`config.mk`:
```
export PLATFORM = sky130hd
export DESIGN_NAME = mul_pipe_unit
export DESIGN_NICKNAME = d
export VERILOG_FILES = /design/src/rtl/mul_pipe_unit.sv
export SDC_FILE = /design/constraint.sdc
export NUM_CORES = 2
export LEC_CHECK = 0
export BUFFER_PORTS_ARGS = -buffer_cell sky130_fd_sc_hd__buf_2
export CORE_ASPECT_RATIO = 1.5
export CORE_MARGIN = 2
export CORE_UTILIZATION = 55
export DETAILED_ROUTE_END_ITERATION = 8
export GPL_TIMING_DRIVEN = 0
export PLACE_DENSITY = 0.7
export SLEW_MARGIN = 5
export SYNTH_ARGS = -nofsm -noshare
export SYNTH_HDL_FRONTEND = slang
export SYNTH_SLANG_ARGS = --single-unit
```
`constraint.sdc`:
```
create_clock -name clk -period 44.2 [get_ports clk]
set_input_delay 6.63 -clock clk [delete_from_list [all_inputs] [get_ports clk]]
set_output_delay 6.63 -clock clk [all_outputs]
set_load 0.02 [all_outputs]
```
`src/rtl/mul_pipe_unit.sv`:
```
// Multicycle integer multiplier for MULT/MULTU. Sign-magnitude operands,
// registered partial products and a registered binary adder tree, result on HI/LO.
module mul_pipe_unit #(
    parameter int WIDTH = 32
) (
    input  logic                 clk,
    input  logic                 reset,
    input  logic                 start,
    input  logic                 is_signed,
    input  logic [WIDTH-1:0]     a,
    input  logic [WIDTH-1:0]     b,
    output logic                 busy,
    output logic                 done,
    output logic [2*WIDTH-1:0]   res,
    output logic [WIDTH-1:0]     hi,
    output logic [WIDTH-1:0]     lo
);

    localparam int LOG2W = $clog2(WIDTH);
    localparam int CW    = $clog2(LOG2W + 2);
    localparam logic [CW-1:0] CNT_LAST = CW'(LOG2W + 1);

    // state | meaning
    // IDLE  | waiting for start, res holds last product
    // RUN   | cnt 0: partial products, 1..LOG2W: tree levels, LOG2W+1: completion
    localparam logic IDLE = 1'b0;
    localparam logic RUN  = 1'b1;

    logic               state;
    logic [CW-1:0]      cnt;
    logic [WIDTH-1:0]   mag_a;
    logic [WIDTH-1:0]   mag_b;
    logic               neg;
    logic [2*WIDTH-1:0] tree [WIDTH];

    logic [WIDTH-1:0]   a_mag_in;
    logic [WIDTH-1:0]   b_mag_in;

    assign a_mag_in = (is_signed & a[WIDTH-1]) ? -a : a;
    assign b_mag_in = (is_signed & b[WIDTH-1]) ? -b : b;

    // The tree reduces in place: each level sums adjacent pairs into the
    // lower half and zeroes the upper half, so after LOG2W levels tree[0]
    // holds the full sum.
    always_ff @(posedge clk or posedge reset) begin
        if (reset) begin
            state <= IDLE;
            cnt   <= '0;
            mag_a <= '0;
            mag_b <= '0;
            neg   <= 1'b0;
            done  <= 1'b0;
            res   <= '0;
            for (int i = 0; i < WIDTH; i++) begin
                tree[i] <= '0;
            end
        end else begin
            done <= 1'b0;
            if (state == IDLE) begin
                if (start) begin
                    mag_a <= a_mag_in;
                    mag_b <= b_mag_in;
                    neg   <= is_signed & (a[WIDTH-1] ^ b[WIDTH-1]);
                    cnt   <= '0;
                    state <= RUN;
                end
            end else begin
                cnt <= cnt + 1'b1;
                if (cnt == '0) begin
                    for (int i = 0; i < WIDTH; i++) begin
                        tree[i] <= mag_b[i] ? ({{WIDTH{1'b0}}, mag_a} << i) : '0;
                    end
                end else if (cnt == CNT_LAST) begin
                    res   <= neg ? -tree[0] : tree[0];
                    done  <= 1'b1;
                    cnt   <= '0;
                    state <= IDLE;
                end else begin
                    for (int i = 0; i < WIDTH / 2; i++) begin
                        tree[i] <= tree[2*i] + tree[2*i+1];
                    end
                    for (int i = WIDTH / 2; i < WIDTH; i++) begin
                        tree[i] <= '0;
                    end
                end
            end
        end
    end

    assign busy = (state == RUN);
    assign hi   = res[2*WIDTH-1:WIDTH];
    assign lo   = res[WIDTH-1:0];

endmodule

```
==> key figures <==
Global route
  – GR peak layer: met2
  – Largest net degree at the start of global routing: between 40 and 50
  – Global-route wire length before repair: ~570000 µm
  – Met2 Use GR: 0.7588
  – Vias in the first global route: ~84000
  – Met1 GRT Util: 0.5035
  – Congestion Overflow GR: 0
  – Met3 Use GR: 0.1151
  – Gr usage total: 0.4768
  – Initial antenna violation count: 44

Clock network
  – Postcts setup bufs: 0
  – TritonCTS Buffers: 152
  – CTS Hold Bufs: 0
  – CTS tree: built
  – Clock slew seen by the registers of the worst setup and hold paths: ~0.060 ns
  – Clk Latency, worst-skew pair: around 0.86 ns
  – Cts repair resizes: 0
  – CTS max path bufs: 3
  – CTS Root Buffer Type: clkbuf_16
  – CTS H-Tree Depth: 4
  – Sinks on Clock Net: 1467

Synth
  – Ys flop type: dfrtp_1
  – Synth async-reset ratio: 1.000
  – Synth area leader: dfrtp_1
  – Mapped Cells: 10030
  – Syn Nets: around 11000
  – Top cells by count, synth: dfrtp_1 (1467), nand2_1 (1158), nor2_1 (676), ha_1 (649), o21ai_0 (649)
  – #FFs+latches synth: around 1500
  – Register area share after synthesis: 0.4050
  – Mapped Avg Cell Area: 9.035 µm²
  – Post-synthesis cell area: ~0.091 mm²
  – Most used standard cell by instance count after synthesis: dfrtp_1
  – EDFF count, synth: 0
  – Synth area leaders: dfrtp_1 (41%), ha_1 (9.0%), a22o_1 (6.2%), nand2_1 (4.8%), xnor2_1 (3.8%)
  – Post-synth cell types: 89
  – Synth warn: 0
  – Post-synth top area share: 0.4050

Critical path
  – WP data arrival: 9.77 ns
  – Most frequent CP cell: clkbuf_1
  – Critical path launch point type: input pin
  – Worst path required time: 44.88 ns
  – Crit path kind: in -> reg
  – Peak fanout along the critical path: 10
  – Slowest-stage cell, CP: clkbuf_1
  – CP peak stage delay: roughly 1.1 ns
  – Critical path, cell by cell: buf_2, nand2b_1, clkbuf_1, clkbuf_1, nand2_1, o21ai_0
  – CP bufs+invs: 3
  – Setup crit start: start
  – Crit-path leading delay family: buffers and inverters
  – Setup crit end kind: flop
  – Reg2reg start: busy

Floorplan
  – Die X-Extent: around 340 µm
  – Top Ports: between 150 and 200
  – Row count: roughly 180
  – Core Region: ~0.16 mm²
  – Area of the die: 0.1681 mm²
  – Die Span Y: approximately 500 µm
  – Initial Utilization: 0.5535

Drt
  – Routed wire length: between 400000 and 500000 µm
  – Routed wire per std cell: 31.90 µm
  – DR DRC count: 0
  – Initial drt markers: about 8700
  – Via count: 85990
  – Vias/cell: just under 7
  – DRT Pass-1 Iters: 9
  – Final ANT Viol Nets: 0

Placement
  – Placed cell area: between 0.09 and 0.1 mm²
  – DP HPWL: 318600 µm
  – # port buffers: between 150 and 200
  – RD Place Congestion: about 1.1

Pwr
  – Worst vdd ir: about 0.000042 V
  – Power Density: 77.64 mW/mm²
  – Reg power frac: 0.267
  – Psw: approximately 4 mW
  – Sw Share: 0.5247
  – Clock share of power: 0.173
  – Comb power frac: 0.560
  – Leak pwr: between 40 and 50 nW
  – Cell internal pwr: between 3 and 4 mW

STA
  – Tightest Pin Transition: 1.608 ns
  – Unrepaired setup endpoints after global routing: false
  – Slew headroom: -0.07233
  – Setup Skew: slightly below 0.04 ns
  – Final setup vio count: 0
  – Setup TNS: 0 ns
  – Fmax: between 100 and 150 MHz
  – Final Max Tran Viols: 87
  – Period utilization: 0.2055
  – Final min period: between 9 and 10 ns
  – Final hold vios: 0

Outcome
  – Status: finished, violations left
  – Violated checks: max-capacitance violations, max-slew violations

Layout
  – P&R area growth vs syn: 10.87%
  – Final nets: around 11000
  – Post-route cell area: 0.1005 mm²
  – Share of cells above drive strength 1: 0.06009

Flow run
  – MaxCap Viol Count: 11

Worst hold path
  – HP Start: tree[1955]
  – Worst Hold Class: reg -> reg
[cells by family (layout without fill, tap and decap cells)]
logic type / Yosys count / in the layout / synth area share
AO/OA/AOI/OAI: 3452 / 3452 / 0.2537
AND/OR/NAND/NOR: 2823 / 2823 / 0.1391
flip-flops: 1467 / 1467 / 0.4050
buffers and inverters: 920 / 1439 / 0.04096
XOR/XNOR: 700 / 700 / 0.06765
adder cells (fa/ha/maj): 665 / 665 / 0.09313
multiplexers: 4 / 4 / 0.0004418
other: 0 / 18 / 0
[cell type report]
| type | instances | area (µm²) |
|---|---|---|
| multi-input cells | 7644 | 50230 |
| repair buffers | 251 | 1986 |
| flip-flops and latches | 1467 | 36710 |
| well taps | 2116 | 2648 |
| fillers | 14190 | 63250 |
| inverters | 181 | 683.2 |
| clock buffers | 224 | 4449 |
| plain buffers | 739 | 3070 |
| diodes | 18 | 45.04 |
| clock inverters | 44 | 655.6 |
[worst paths after layout]
| check | endpoint | slack, ns | cells after the start |
|---|---|---|---|
| max in group asynchronous | tree[123] | 35.45 | 12 |
| worst min-delay path | tree[1955] | 0.48 | 2 |
| worst max register to register | tree[1442] | 38.28 | 7 |
| min in group asynchronous | tree[1993] | 5.75 | 2 |
| worst max-delay path | mag_a[31] | 35.12 | 6 |
| worst min register to register | tree[1955] | 0.48 | 2 |
[stage by stage]
step	total power, mW	setup slack, ns	util	hold slack [ns]	cells
final	7.801	35.12	0.6137	0.4842	12680
after floorplan	4.460	17.26	-	0.4428	10030
after CTS	7.579	35.38	0.6133	0.4838	12670
after detailed placement	6.232	34.54	0.5821	0.4703	12400
after global routing	8.050	35.15	0.6135	0.5050	12670
after global placement	6.160	9.540	0.5758	0.4645	12340
[cell usage in the layout (no fill, tap or decap), types with 51 or more instances in the layout]
master / Yosys / layout
buf_4: 64 / 70
a21oi_1: 612 / 612
xnor2_1: 397 / 397
a22o_1: 645 / 645
buf_2: 0 / 200
nor3_1: 96 / 96
a211oi_1: 52 / 52
nand4_1: 77 / 77
o21ai_1: 128 / 129
o31ai_1: 96 / 94
nand3_1: 412 / 412
dfrtp_1: 1467 / 1467
nand2_1: 1158 / 1158
o21ai_0: 649 / 648
ha_1: 649 / 649
xor2_1: 303 / 303
a21o_1: 341 / 341
a31oi_1: 452 / 452
o21bai_1: 125 / 125
o21a_1: 71 / 71
clkbuf_1: 611 / 623
nor2_1: 676 / 675
and3_1: 96 / 96
nand2b_1: 70 / 70
clkbuf_16: 0 / 156
nor2b_1: 70 / 70
inv_1: 181 / 180
buf_1: 54 / 51
[flip-flops by register name, indices dropped and copies added, names as in the netlist]
signal	cells
mag_a	32
cnt	3
neg	1
busy	1
tree	1333
done	1
res	64
mag_b	32
[power groups by stage]
stage	combinational (mW)	sequential [mW]	clock [mW]
2_1_floorplan	2.47	1.99	0
3_3_place_gp	4.08	2.09	0
3_5_place_dp	4.15	2.08	0
4_1_cts	4.17	2.06	1.34
5_1_grt	4.55	2.10	1.40
6_report	4.37	2.08	1.35
[per-layer routing]
layer,vias up,wire length [µm]
met4,14,51800
met1,41830,134100
met3,1885,36410
li1,37290,-
met5,-,94
met2,4974,182300
[tightest hold or removal path, stage by stage, from the launching register on]
cell and delay, ns:
dfrtp_1 0.35, nand2_1 0.05, o21ai_0 0.06
No activity file was read; power rests on OpenSTA's default activity.
